**src/rtl/scan_chain_ctrl_if.sv**
```systemverilog
// ---------------------------------------------------------------------------
// scan_chain_ctrl_if
// Host-side handshake bundle for the scan-chain controller.
//   start   : transaction request (host -> controller)
//   mode    : 0 = write (shift then LOAD), 1 = readback (shift only)
//   wr_data : word shifted into the chain, captured with start
//   busy    : transaction in progress (controller -> host)
//   done    : one-cycle completion pulse
//   rd_data : word captured from SCAN_OUT during the last transaction
// ---------------------------------------------------------------------------
interface scan_chain_ctrl_if #(
  parameter int CHAIN_LEN = 64
);
  logic                 start;
  logic                 mode;
  logic [CHAIN_LEN-1:0] wr_data;
  logic                 busy;
  logic                 done;
  logic [CHAIN_LEN-1:0] rd_data;

  modport master (
    output start, mode, wr_data,
    input  busy, done, rd_data
  );

  modport slave (
    input  start, mode, wr_data,
    output busy, done, rd_data
  );
endinterface

```
**src/rtl/scan_chain_ctrl.sv**
```systemverilog
// ---------------------------------------------------------------------------
// scan_chain_ctrl
// Serialises a CHAIN_LEN-bit word into a scan chain using non-overlapping
// two-phase scan clocks, captures the chain's serial output back into
// rd_data, and (for writes) strobes LOAD to transfer the chain to its shadow
// latches. Each scan phase lasts DIV system-clock cycles.
//
// Ports:
//   clock    : system clock (single domain)
//   reset    : asynchronous active-high reset
//   bus      : host handshake (start/mode/wr_data in, busy/done/rd_data out)
//   PHI/PHIB : two-phase scan clocks, registered, never high together
//   SCAN_IN  : serial data to the chain, MSB first
//   LOAD     : chain-to-shadow strobe, write transactions only
//   i0o1     : chain direction, captured mode while busy, else 0
//   SCAN_OUT : serial data from the chain
// ---------------------------------------------------------------------------
module scan_chain_ctrl #(
  parameter int CHAIN_LEN = 64,
  parameter int DIV       = 2
) (
  input  logic             clock,
  input  logic             reset,
  scan_chain_ctrl_if.slave bus,
  output logic             PHI,
  output logic             PHIB,
  output logic             SCAN_IN,
  output logic             LOAD,
  output logic             i0o1,
  input  logic             SCAN_OUT
);

  localparam int               BIT_W      = $clog2(CHAIN_LEN + 1);
  localparam logic [7:0]       PHASE_LAST = 8'(DIV - 1);
  localparam logic [BIT_W-1:0] BIT_LAST   = BIT_W'(CHAIN_LEN - 1);

  typedef enum logic [2:0] {
    IDLE, SETUP, PH1, GAP, PH2, LOADP, FIN
  } state_t;

  state_t               state, state_n;
  logic [7:0]           phase_cnt;
  logic [BIT_W-1:0]     bit_cnt;
  logic [CHAIN_LEN-1:0] shift_q;
  logic [CHAIN_LEN-1:0] rd_q;
  logic                 mode_q;
  logic                 phi_q, phib_q, load_q, busy_q, done_q;

  logic accept;
  logic phase_end;
  logic bit_end;
  logic shifting;
  logic timed;

  assign accept    = (state == IDLE) && bus.start;
  assign phase_end = (phase_cnt == PHASE_LAST);
  assign bit_end   = (state == PH2) && phase_end;
  assign shifting  = state inside {SETUP, PH1, GAP, PH2};
  assign timed     = shifting || (state == LOADP);

  // -------------------------------------------------------------------------
  // State register
  // -------------------------------------------------------------------------
  // NOTE: every clocked process uses non-blocking assignments so all flops
  // update from pre-edge values and simulation order cannot change results.
  always_ff @(posedge clock or posedge reset) begin
    if (reset) state <= IDLE;
    else       state <= state_n;
  end

  // -------------------------------------------------------------------------
  // Next-state logic. start is only looked at in IDLE, so requests while
  // busy or during FIN are dropped rather than queued.
  // -------------------------------------------------------------------------
  // NOTE: state_n gets a default before the case so no path leaves it
  // unassigned, which would otherwise infer a latch.
  always_comb begin
    state_n = state;
    case (state)
      IDLE:    if (bus.start) state_n = SETUP;
      SETUP:   if (phase_end) state_n = PH1;
      PH1:     if (phase_end) state_n = GAP;
      GAP:     if (phase_end) state_n = PH2;
      PH2: begin
        if (phase_end) begin
          if (bit_cnt != BIT_LAST) state_n = SETUP;
          else if (mode_q)         state_n = FIN;
          else                     state_n = LOADP;
        end
      end
      LOADP:   if (phase_end) state_n = FIN;
      FIN:     state_n = IDLE;
      default: state_n = IDLE;
    endcase
  end

  // -------------------------------------------------------------------------
  // Phase and bit counters. The phase counter restarts on every state change
  // so each timed state lasts exactly DIV cycles; it tops out at DIV-1.
  // The bit counter ends at CHAIN_LEN, which its width still holds.
  // -------------------------------------------------------------------------
  always_ff @(posedge clock or posedge reset) begin
    if (reset) begin
      phase_cnt <= '0;
      bit_cnt   <= '0;
    end else begin
      if (state_n != state) phase_cnt <= '0;
      else if (timed)       phase_cnt <= phase_cnt + 8'd1;

      if (accept)       bit_cnt <= '0;
      else if (bit_end) bit_cnt <= bit_cnt + 1'b1;
    end
  end

  // -------------------------------------------------------------------------
  // Datapath: outgoing word shifts left so its MSB is always the bit on
  // SCAN_IN; incoming samples enter at the LSB on the last PH2 cycle.
  // -------------------------------------------------------------------------
  // NOTE: the data registers are reset as well, because rd_data must read
  // zero after reset and must not expose a previous transaction's word.
  always_ff @(posedge clock or posedge reset) begin
    if (reset) begin
      shift_q <= '0;
      rd_q    <= '0;
      mode_q  <= 1'b0;
    end else begin
      if (accept) begin
        shift_q <= bus.wr_data;
        mode_q  <= bus.mode;
      end else if (bit_end) begin
        shift_q <= {shift_q[CHAIN_LEN-2:0], 1'b0};
      end

      if (bit_end) rd_q <= {rd_q[CHAIN_LEN-2:0], SCAN_OUT};
    end
  end

  // -------------------------------------------------------------------------
  // Registered outputs decoded from the next state, so they line up with the
  // state they belong to and come straight off flops (glitch-free clocks).
  // -------------------------------------------------------------------------
  always_ff @(posedge clock or posedge reset) begin
    if (reset) begin
      phi_q  <= 1'b0;
      phib_q <= 1'b0;
      load_q <= 1'b0;
      busy_q <= 1'b0;
      done_q <= 1'b0;
    end else begin
      phi_q  <= (state_n == PH1);
      phib_q <= (state_n == PH2);
      load_q <= (state_n == LOADP);
      busy_q <= !(state_n inside {IDLE, FIN});
      done_q <= (state_n == FIN);
    end
  end

  assign PHI         = phi_q;
  assign PHIB        = phib_q;
  assign LOAD        = load_q;
  assign SCAN_IN     = shifting && shift_q[CHAIN_LEN-1];
  assign i0o1        = busy_q && mode_q;
  assign bus.busy    = busy_q;
  assign bus.done    = done_q;
  assign bus.rd_data = rd_q;

endmodule

```
**src/flat_wrapper.sv**
```systemverilog
// flat-port wrapper written by rule: the top's interface ports become plain ports
module scan_chain_ctrl_flat 
#(
  parameter int CHAIN_LEN = 64,
  parameter int DIV       = 2
)
  (clock, reset, PHI, PHIB, SCAN_IN, LOAD, i0o1, SCAN_OUT, bus_start, bus_mode, bus_wr_data, bus_busy, bus_done, bus_rd_data);
  scan_chain_ctrl_if #(.CHAIN_LEN(CHAIN_LEN)) bus_i ();
  input  logic clock;
  input  logic reset;
  output logic PHI;
  output logic PHIB;
  output logic SCAN_IN;
  output logic LOAD;
  output logic i0o1;
  input  logic SCAN_OUT;
  input wire logic [$bits(bus_i.start)-1:0] bus_start;
  input wire logic [$bits(bus_i.mode)-1:0] bus_mode;
  input wire logic [$bits(bus_i.wr_data)-1:0] bus_wr_data;
  output wire logic [$bits(bus_i.busy)-1:0] bus_busy;
  output wire logic [$bits(bus_i.done)-1:0] bus_done;
  output wire logic [$bits(bus_i.rd_data)-1:0] bus_rd_data;
  assign bus_i.start = bus_start;
  assign bus_i.mode = bus_mode;
  assign bus_i.wr_data = bus_wr_data;
  assign bus_busy = bus_i.busy;
  assign bus_done = bus_i.done;
  assign bus_rd_data = bus_i.rd_data;
  scan_chain_ctrl #(.CHAIN_LEN(CHAIN_LEN), .DIV(DIV)) u_core (.clock(clock), .reset(reset), .bus(bus_i), .PHI(PHI), .PHIB(PHIB), .SCAN_IN(SCAN_IN), .LOAD(LOAD), .i0o1(i0o1), .SCAN_OUT(SCAN_OUT));
endmodule
```
**config.mk**
```make
export PLATFORM = sky130hd
export DESIGN_NAME = scan_chain_ctrl_flat
export DESIGN_NICKNAME = d
export VERILOG_FILES = /design/src/rtl/scan_chain_ctrl_if.sv /design/src/rtl/scan_chain_ctrl.sv /design/src/flat_wrapper.sv
export SDC_FILE = /design/constraint.sdc
export NUM_CORES = 1
export LEC_CHECK = 0
export BUFFER_PORTS_ARGS = -buffer_cell sky130_fd_sc_hd__buf_2
export CAP_MARGIN = 30
export CORE_MARGIN = 2
export CORE_UTILIZATION = 25
export CTS_CLUSTER_DIAMETER = 80
export CTS_CLUSTER_SIZE = 24
export DETAILED_ROUTE_END_ITERATION = 8
export PLACE_DENSITY = 0.48
export SYNTH_ARGS = -nofsm -noshare
export SYNTH_HDL_FRONTEND = slang
export SYNTH_SLANG_ARGS = --single-unit
```
**constraint.sdc**
```tcl
create_clock -name clock -period 5.28 [get_ports clock]
set_clock_uncertainty 0.2 [all_clocks]
set_input_delay 0.792 -clock clock [delete_from_list [all_inputs] [get_ports clock]]
set_output_delay 0.792 -clock clock [all_outputs]
set_load 0.02 [all_outputs]
```
[After elaboration in Yosys (flattened, before gate mapping)]
Index checks and enable logic that the tools add are counted.
Storage, ports and cells
  register bits after elaboration: 152
  bits of input ports: 69
  output and inout bits: 71
Cells by class
  $add $sub $neg: 2
  equality and inequality tests: 12
  multiplexer cells: 15
  reduce and logical (&&, ||, !) cells: 12
Operators with widths (number)
  2-to-1 mux 64 bit: 2
  2-to-1 mux 3 bit: 7
  case mux 3 bit (6 select lines): 1
  2-to-1 mux 8 bit: 2
  == test 3 bit, second input constant: 5
  2-to-1 mux 7 bit: 2
  == test 3 x 2 -> 1 bit, second input constant: 3
  adder 8 x 1 -> 8 bit, second input constant: 1
  == test 8 x 1 -> 1 bit, second input constant: 1
  adder 7 x 1 -> 7 bit, second input constant: 1
  != test 7 x 6 -> 1 bit, second input constant: 1
  zero test 3 bit: 2
  nonzero test 2 bit: 3
  logical AND 1 bit: 4
  nonzero test 4 bit: 1
  == test 3 x 1 -> 1 bit, second input constant: 1
  != test 3 bit: 1
  2-to-1 mux 2 bit: 1
  zero test 1 bit: 1
  logical OR 1 bit: 1

[Depth between registers and ports, before layout]
Gate-level depths: netlist (run 1).
  depth in word-level cells: 7
  gate-level depth with buffers: 9
  gate-level depth less buffers: 8

[Least setup slack after synthesis (run 1)]
OpenSTA, ideal clock, no wires.
  kind: input port to flip-flop
  from: input bus_start
  to: register u_core.mode_q
  setup time: 0.125 ns
  arrival: 1.737 ns
  setup slack: 3.219 ns
  stages: 4
  buffers on the path: 1
  cell sequence: nor2b_1 -> nor3b_2 -> clkbuf_1 -> mux2_2
On the way
  longest elaborated chain between the ends: 1
RTL lines
  start, declared: line flat_wrapper.sv:17  | input wire logic [$bits(bus_i.start)-1:0] bus_start;
  logical AND 1 bit: line scan_chain_ctrl.sv:55  | assign accept = (state == IDLE) && bus.start;
  end signal, assigned: line scan_chain_ctrl.sv:129  | mode_q <= bus.mode;
  end, declared: line scan_chain_ctrl.sv:46  | logic mode_q;
No other way between the ends.
A chain may end at the register's enable or synchronous reset.

[Worst setup path after layout (run 1)]
  from: register u_core.phase_cnt[6]
  to: register u_core.rd_q[54], in the netlist u_core.bus.rd_data[54]
On the way
  longest elaborated chain between the ends: 2
RTL lines
  start, declared: line scan_chain_ctrl.sv:42  | logic [7:0] phase_cnt;
  start signal, assigned: line scan_chain_ctrl.sv:108  | else if (timed) phase_cnt <= phase_cnt + 8'd1;
  == test 8 x 1 -> 1 bit: line scan_chain_ctrl.sv:56  | assign phase_end = (phase_cnt == PHASE_LAST);
  logical AND 1 bit: line scan_chain_ctrl.sv:57  | assign bit_end = (state == PH2) && phase_end;
  end signal, assigned: line scan_chain_ctrl.sv:134  | if (bit_end) rd_q <= {rd_q[CHAIN_LEN-2:0], SCAN_OUT};
  end, declared: line scan_chain_ctrl.sv:45  | logic [CHAIN_LEN-1:0] rd_q;
No other way between the ends.

==> flow_metrics.py, run 1 <==
metrics = {
    "clock_tree": {
        "cts_max_path_buffers": 2,
        "clkSlewWorstSetupHoldPaths_ps": 60,
        "ctsHtreeMaxLevel": 4,
        "tritoncts.num_buffers": 17,
        "clock_insertion_delay_worst_skew_ps": 410,
        "clockRootBuffer": "clkbuf_16",
        "total_of_hold_buffers_inserted_after_clock_tree_synthesis": 0,
        "post_cts_gate_resize_count": 0,
        "post_cts_buffers": 0,
        "tritoncts": "done",
        "clock_sinks": 152,
    },
    "routing": {
        "ant_nets": 0,
        "wl_final_um": 13500,
        "drt-wirelength-per-cell_um": 13.4,
        "detail_route.drc_violations": 0,
        "via_density_per_instance": 4.28,
        "num_vias": 4324,
        "firstDrtPassIters": 4,
        "drt_iter0_drc": 304,
    },
    "setup_path": {
        "worst_setup_path_start_kind": "flip-flop",
        "worst-path-buf-inv": 1,
        "r2r_start": "u_core.phase_cnt[6]",
        "critPathMaxStageDelay_ps": 760,
        "critPathTopFamily": "simple AND/OR/NAND/NOR gates",
        "rr_endpoint": "u_core.bus.rd_data[54]",
        "worst-endpoint-arrival_ps": 2960,
        "reg2reg_depth": 4,
        "worst-path-max-fanout": 48,
        "path_cells": "nor3_1, and4_4, buf_4, mux2_2",
        "ff2ff_setup_slack_ps": 2420,
        "worst_setup_path_end_kind": "flip-flop",
        "worst_ep_required_time_ps": 5380,
        "cp_slowest_cell": "and4_4",
        "critical_path_class": "reg2reg",
    },
    "power_and_ir_drop": {
        "switching_power_mw": 1.15,
        "cellPowerDensity_nw_per_um2": 458,
        "switching_share_pct": 32.0,
        "seq_power_share_pct": 45.2,
        "report.power.total_mw": 3.60,
        "vdd.ir_drop.worst_v": 0.000175,
        "p_leak_nw": 4.07,
        "comb_power_share_pct": 22.0,
        "clock_power_share_pct": 32.8,
        "power_report.internal_total_mw": 2.45,
    },
    "sta": {
        "final.min_clock_period_ps": 2860,
        "maxClockFrequency_mhz": 350,
        "worst_slew_pin_slew_ps": 858,
        "min_period_over_period_pct": 54.1,
        "rsz0062_at_grt": "false",
        "report.final.slew_viol_count": 0,
        "number_of_failing_hold_endpoints_at_the_final_stage": 0,
        "timing.max_slew.rel_slack_pct": 42.8,
        "setup_tns_final_ps": 0,
        "final_setup_fails": 0,
    },
    "layout": {
        "drive_gt1_share_pct": 36.3,
        "flow.area_growth_from_synthesis_pct": 25.0,
        "num-nets-final": 740,
        "regArea_um2": 3800,
        "fill_cells": 2613,
        "multi_input_area_um2": 2300,
        "ant_cells": 0,
    },
    "global_route": {
        "grt_pass1_wl_um": 22200,
        "gr-total-overflow": 0,
        "antenna_violations_before_repair": 0,
        "grt_pass1_vias": 4251,
        "grt_start_max_net_pins": 77,
        "gr-usage-all-layers_pct": 10.6,
    },
    "logic_synthesis": {
        "synthTopCellsByArea": "dfrtp_1, mux2_2, nand2_1",
        "postSynthNetCount": 609,
        "netlist.area_leader.share_pct": 60.5,
        "synth-edff-count": 0,
        "synth_commonest_cells": "dfrtp_1, nand2_1, mux2_2",
        "synth-compound-area-share_pct": 9.19,
        "cell_area_after_synthesis_um2": 6290,
        "distinct_cell_type_count_after_synthesis": 35,
        "netlist_instances": 537,
        "post_synth_and_or_nand_nor_area_fraction_pct": 12.9,
        "synth_top_family_by_area": "simple AND/OR/NAND/NOR gates",
        "ys_async_sr_fraction_pct": 100,
        "adder_cell_share_of_the_synthesized_area_pct": 0.597,
        "seq_area_frac_synth_pct": 60.5,
        "synth_area_per_inst_um2": 11.7,
        "synthMuxAreaShare_pct": 12.0,
        "postSynth.topFlopCell": "dfrtp_1",
        "yosysWarnings": 0,
        "synthDominantAreaCellType": "dfrtp_1",
        "yosys.cell_count.top_type": "dfrtp_1",
        "ys_ff_latch": 152,
        "synthXorXnorAreaFrac_pct": 1.67,
    },
    "min_path": {
        "worst_hold_path_type": "in2async",
    },
    "job": {
        "max_cap_violations": 0,
    },
    "floorplanning": {
        "die_width_um": 163,
        "floorplan.rows": 58,
        "initial_standard_cell_utilization_of_the_core_pct": 25.2,
        "die_height_um": 163,
        "core_um2": 25000,
        "design.die.area_um2": 26400,
        "num_io_pins": 140,
    },
    "placed_design": {
        "place.port_buffers": 139,
        "gp_routability_congestion": 0.690,
        "hpwlAfterDp_um": 8400,
    },
    "outcome": {
        "outcome": "finished, final reports clean",
    },
}
[worst reg2reg max path, stage by stage, from the launching register on]
cell     delay (ps)
dfrtp_1         410
nor3_1          460
and4_4          760
buf_4           510
mux2_2          400
[kinds of logic (layout without fill, tap and decap cells)]
group / Yosys count / after routing
and+or+nand+nor: 187 / 187
adders and majority gates: 3 / 3
buffers and inverters: 38 / 181
xor gates and xnor gates: 12 / 12
muxes: 67 / 67
DFF: 152 / 152
AOI/OAI and AO/OA: 78 / 78
[through the flow]
step / utilization (%) / hold slack (ps) / instance area (um^2) / instances / setup WS [ps]
finish: 31.5 / 270 / 7860 / 1010 / 2420
global route: 31.5 / 292 / 7860 / 1010 / 2210
CTS: 31.5 / 279 / 7860 / 1010 / 2340
detailed placement: 29.2 / 263 / 7290 / 979 / 2330
global placement: 29.2 / 258 / 7290 / 979 / 2300
floorplan: - / 238 / 6290 / 537 / 195
[layout by cell type (no fill, tap or decap), drive strengths merged]
cell type,synthesis,final
dfrtp,152,152
buf,29,145
nand2,134,134
mux2,65,65
a22oi,62,62
clkbuf,4,22
nor2,21,21
xor2,8,8
nand4,7,7
inv,5,7
o21ai,6,6
nor3,5,5
nand2b,5,5
and3,4,4
and2,4,4
xnor2,4,4
a31oi,3,3
ha,3,3
clkinvlp,0,3
clkinv,0,3
nor3b,3,3
mux2i,2,2
nor2b,1,1
nor4b,1,1
and4,1,1
a2111oi,1,1
a311oi,1,1
o32a,1,1
a2bb2oi,1,1
a21oi,1,1
or3,1,1
o211ai,1,1
a211oi,1,1
bufinv,0,1
[flip-flops by register name, summed over array words and instances, names as in the netlist, 3 cells and up]
signal and cells:
u_core.state 3, u_core.bus.rd_data 64, u_core.shift_q 64, u_core.phase_cnt 8, u_core.bit_cnt 7
[per-layer routing]
layer	global-route usage [%]	wire (um)	part of all wire, %	up-vias
met5	0	0	0	-
met4	3.82	148	1.1	0
met3	3.69	756	5.6	11
met2	15.3	5930	44	100
met1	14.6	6660	49	2088
li1	-	-	-	2125
[cell type report]
| cell class | instances | share of cell area, % |
|---|---|---|
| clock buffer | 22 | 6.03 |
| tap | 330 | 5.25 |
| timing repair buffer | 145 | 9.58 |
| sequential | 152 | 48.4 |
| multi-input combinational | 347 | 29.2 |
| inverter | 5 | 0.302 |
| clock inverter | 9 | 1.18 |
[power groups by stage]
stage / registers (mW) / clock network (mW) / logic, mW
after CTS: 1.63 / 1.23 / 0.815
after floorplan: 1.61 / 0 / 0.631
after global placement: 1.65 / 0 / 0.801
after global routing: 1.66 / 1.28 / 0.923
after detailed placement: 1.64 / 0 / 0.814
final: 1.62 / 1.18 / 0.793
[how the worst max path moves through the flow]
stage	startpoint	end	slack, ps	depth (start not counted)
4_1_cts	u_core.phase_cnt[6]	u_core.bus.rd_data[42]	2340	4
3_5_place_dp	bus_start	u_core.shift_q[54]	2330	8
6_report	u_core.phase_cnt[6]	u_core.bus.rd_data[54]	2420	4
2_1_floorplan	reset	u_core.LOAD	190	1
3_3_place_gp	u_core.phase_cnt[6]	u_core.bus.rd_data[54]	2300	4
5_1_grt	u_core.phase_cnt[6]	u_core.bus.rd_data[38]	2210	4
(Power assumes the default switching activity.)
==> inputs of run 2 (changes only) <==
Settings changed: ABC_AREA from default to 1.
Clock period 5.28 ns to 2.35 ns, I/O delays scaled along.
==> run 2 against run 1 <==
Effect of this change:
- register-to-register slack got worse by 2000 ps
- routed wire length increased by 22%
- global-route usage increased by 2.0 points
- flip-flop and latch count unchanged
- core utilization increased by 3.5 points
- sequential share of layout area decreased by 5.4 points
- critical path depth increased by 2
- sequential power increased by 62%
- highest routed layer unchanged
==> flow_metrics.py, run 2 <==
metrics = {
    "logic_synthesis": {
        "synth_commonest_cells": "nand2_1, dfrtp_1, inv_1",
        "seq_area_frac_synth_pct": 58.8,
        "synth-edff-count": 0,
        "ys_async_sr_fraction_pct": 100,
        "yosys.cell_count.top_type": "nand2_1",
        "postSynthNetCount": 758,
        "distinct_cell_type_count_after_synthesis": 32,
        "ys_ff_latch": 152,
        "postSynth.topFlopCell": "dfrtp_1",
        "synth_area_per_inst_um2": 9.44,
        "netlist.area_leader.share_pct": 58.8,
        "netlist_instances": 686,
        "cell_area_after_synthesis_um2": 6470,
        "synthDominantAreaCellType": "dfrtp_1",
        "yosysWarnings": 0,
        "synthTopCellsByArea": "dfrtp_1, nand2_1, o221ai_1",
    },
    "routing": {
        "detail_route.drc_violations": 0,
        "num_vias": 5257,
        "drt-wirelength-per-cell_um": 13.3,
        "via_density_per_instance": 4.26,
        "firstDrtPassIters": 4,
        "wl_final_um": 16400,
        "ant_nets": 0,
        "drt_iter0_drc": 281,
    },
    "clock_tree": {
        "total_of_hold_buffers_inserted_after_clock_tree_synthesis": 67,
        "tritoncts": "done",
        "clock_sinks": 152,
        "post_cts_gate_resize_count": 0,
        "post_cts_buffers": 0,
        "clkSlewWorstSetupHoldPaths_ps": 70,
        "clockRootBuffer": "clkbuf_16",
        "tritoncts.num_buffers": 17,
        "cts_max_path_buffers": 2,
        "ctsHtreeMaxLevel": 4,
        "clock_insertion_delay_worst_skew_ps": 420,
    },
    "layout": {
        "utilization_pct": 35.0,
        "mostFrequentLayoutCells": "nand2_1, dfrtp_1, buf_2",
        "ant_cells": 0,
        "num-nets-final": 962,
        "final_common_cell": "nand2_1",
        "flow.area_growth_from_synthesis_pct": 36.8,
        "drive_gt1_share_pct": 22.5,
    },
    "global_route": {
        "grt_pass1_wl_um": 26900,
        "antenna_violations_before_repair": 0,
        "grt_pass1_vias": 5327,
        "gr-total-overflow": 0,
        "gr-usage-all-layers_pct": 12.6,
        "grt_start_max_net_pins": 93,
    },
    "setup_path": {
        "worst_setup_path_end_kind": "primary output",
        "critical_path_class": "reg2out",
        "worst-endpoint-arrival_ps": 1630,
        "worst_ep_required_time_ps": 1800,
        "worst_setup_path_start_kind": "flip-flop",
        "worst-path-max-fanout": 7,
    },
    "power_and_ir_drop": {
        "seq_power_share_pct": 46.6,
        "power_report.internal_total_mw": 4.29,
        "cellPowerDensity_nw_per_um2": 635,
        "p_leak_nw": 4.39,
        "comb_power_share_pct": 4.2,
        "switching_share_pct": 23.8,
        "switching_power_mw": 1.34,
        "vdd.ir_drop.worst_v": 0.000357,
        "report.power.total_mw": 5.63,
        "clock_power_share_pct": 49.2,
    },
    "sta": {
        "report.final.slew_viol_count": 0,
        "timing.max_slew.rel_slack_pct": 59.3,
        "final_setup_fails": 0,
        "worst_slew_pin_slew_ps": 609,
        "min_period_over_period_pct": 92.7,
        "rsz0062_at_grt": "false",
        "final.min_clock_period_ps": 2180,
        "number_of_failing_hold_endpoints_at_the_final_stage": 0,
        "maxClockFrequency_mhz": 459,
    },
    "floorplanning": {
        "initial_standard_cell_utilization_of_the_core_pct": 25.6,
        "die_width_um": 165,
        "core_um2": 25300,
        "num_io_pins": 140,
        "design.die.area_um2": 27200,
        "die_height_um": 165,
        "floorplan.rows": 58,
    },
    "min_path": {
        "worst_hold_path_type": "in2reg",
    },
    "placed_design": {
        "hpwlAfterDp_um": 10600,
        "gp_routability_congestion": 0.762,
        "place.port_buffers": 139,
    },
    "outcome": {
        "outcome": "finished, final reports clean",
    },
    "job": {
        "max_cap_violations": 0,
    },
}
[run 2: changes by cell type in the layout (fill, tap and decap cells not counted), moves of 35 or more]
cell and delta:
mux2_2 -65, inv_1 +111, nand2_1 +35, dlygate4sd3_1 +67, o21ai_0 +35, a22oi_1 -62, o221ai_1 +63
[run 2: cells by family (layout without fill, tap and decap cells)]
kind of cell,after synthesis,in the layout,share of synthesized area (%)
xor gates and xnor gates,6,6,0.812
adders and majority gates,3,3,0.580
DFF,152,152,58.8
AOI/OAI and AO/OA,140,140,15.0
and+or+nand+nor,229,229,14.5
muxes,1,1,0.155
buffers and inverters,155,372,10.3
[run 2: cell type report]
cell class                 count  area [um^2]
clock buffer                  18          439
clock inverter                14          155
fill                        2562        16500
inverter                     120          454
multi-input combinational    379         2010
sequential                   152         3800
tap                          330          413
timing repair buffer         220         1580
[run 2: metrics by stage]
stage	TNS (ps)	hold slack [ps]	cell area, um^2	setup WS, ps	cells
after floorplan	-18160	254	6480	-119	686
after CTS	0	148	8850	144	1233
after global routing	0	181	8850	10.8	1233
after detailed placement	0	258	7590	370	1134
final	0	154	8850	172	1233
after global placement	0	261	7590	430	1134
[run 2: path summary, 6_finish.rpt]
kind | from | endpoint | slack [ps] | cells after the start
hold / removal | bus_start | u_core.mode_q | 150 | 4
max in group asynchronous | reset | u_core.shift_q[52] | 980 | 4
setup reg to reg | u_core.phase_cnt[1] | u_core.bit_cnt[2] | 400 | 9
min in group asynchronous | reset | u_core.bus.rd_data[24] | 350 | 3
hold reg to reg | u_core.bus.rd_data[63] | u_core.bus.rd_data[63] | 280 | 2
setup / recovery | u_core.state[1] | SCAN_IN | 170 | 6
[run 2: routing by layer]
metal  GRT usage [%]  routed length (um)
met5               0                   0
met4            3.60                 191
met3            3.29                 593
met2            20.4                7830
met1            16.7                7810
[run 2: worst max-delay path, cell delays in order (launching register included)]
cell and delay [ps]:
dfrtp_1 470, inv_1 140, nand3_1 100, nand2_1 60, nor2_2 180, nor2_1 90, buf_2 170
[run 2: power by group through the flow]
stage                     logic [mW]  clock network [mW]  registers (mW)
after floorplan               0.0427                   0            2.68
final                          0.235                2.77            2.62
after CTS                      0.240                2.86            2.62
after global routing           0.262                2.98            2.62
after detailed placement       0.152                   0            2.67
after global placement         0.154                   0            2.67
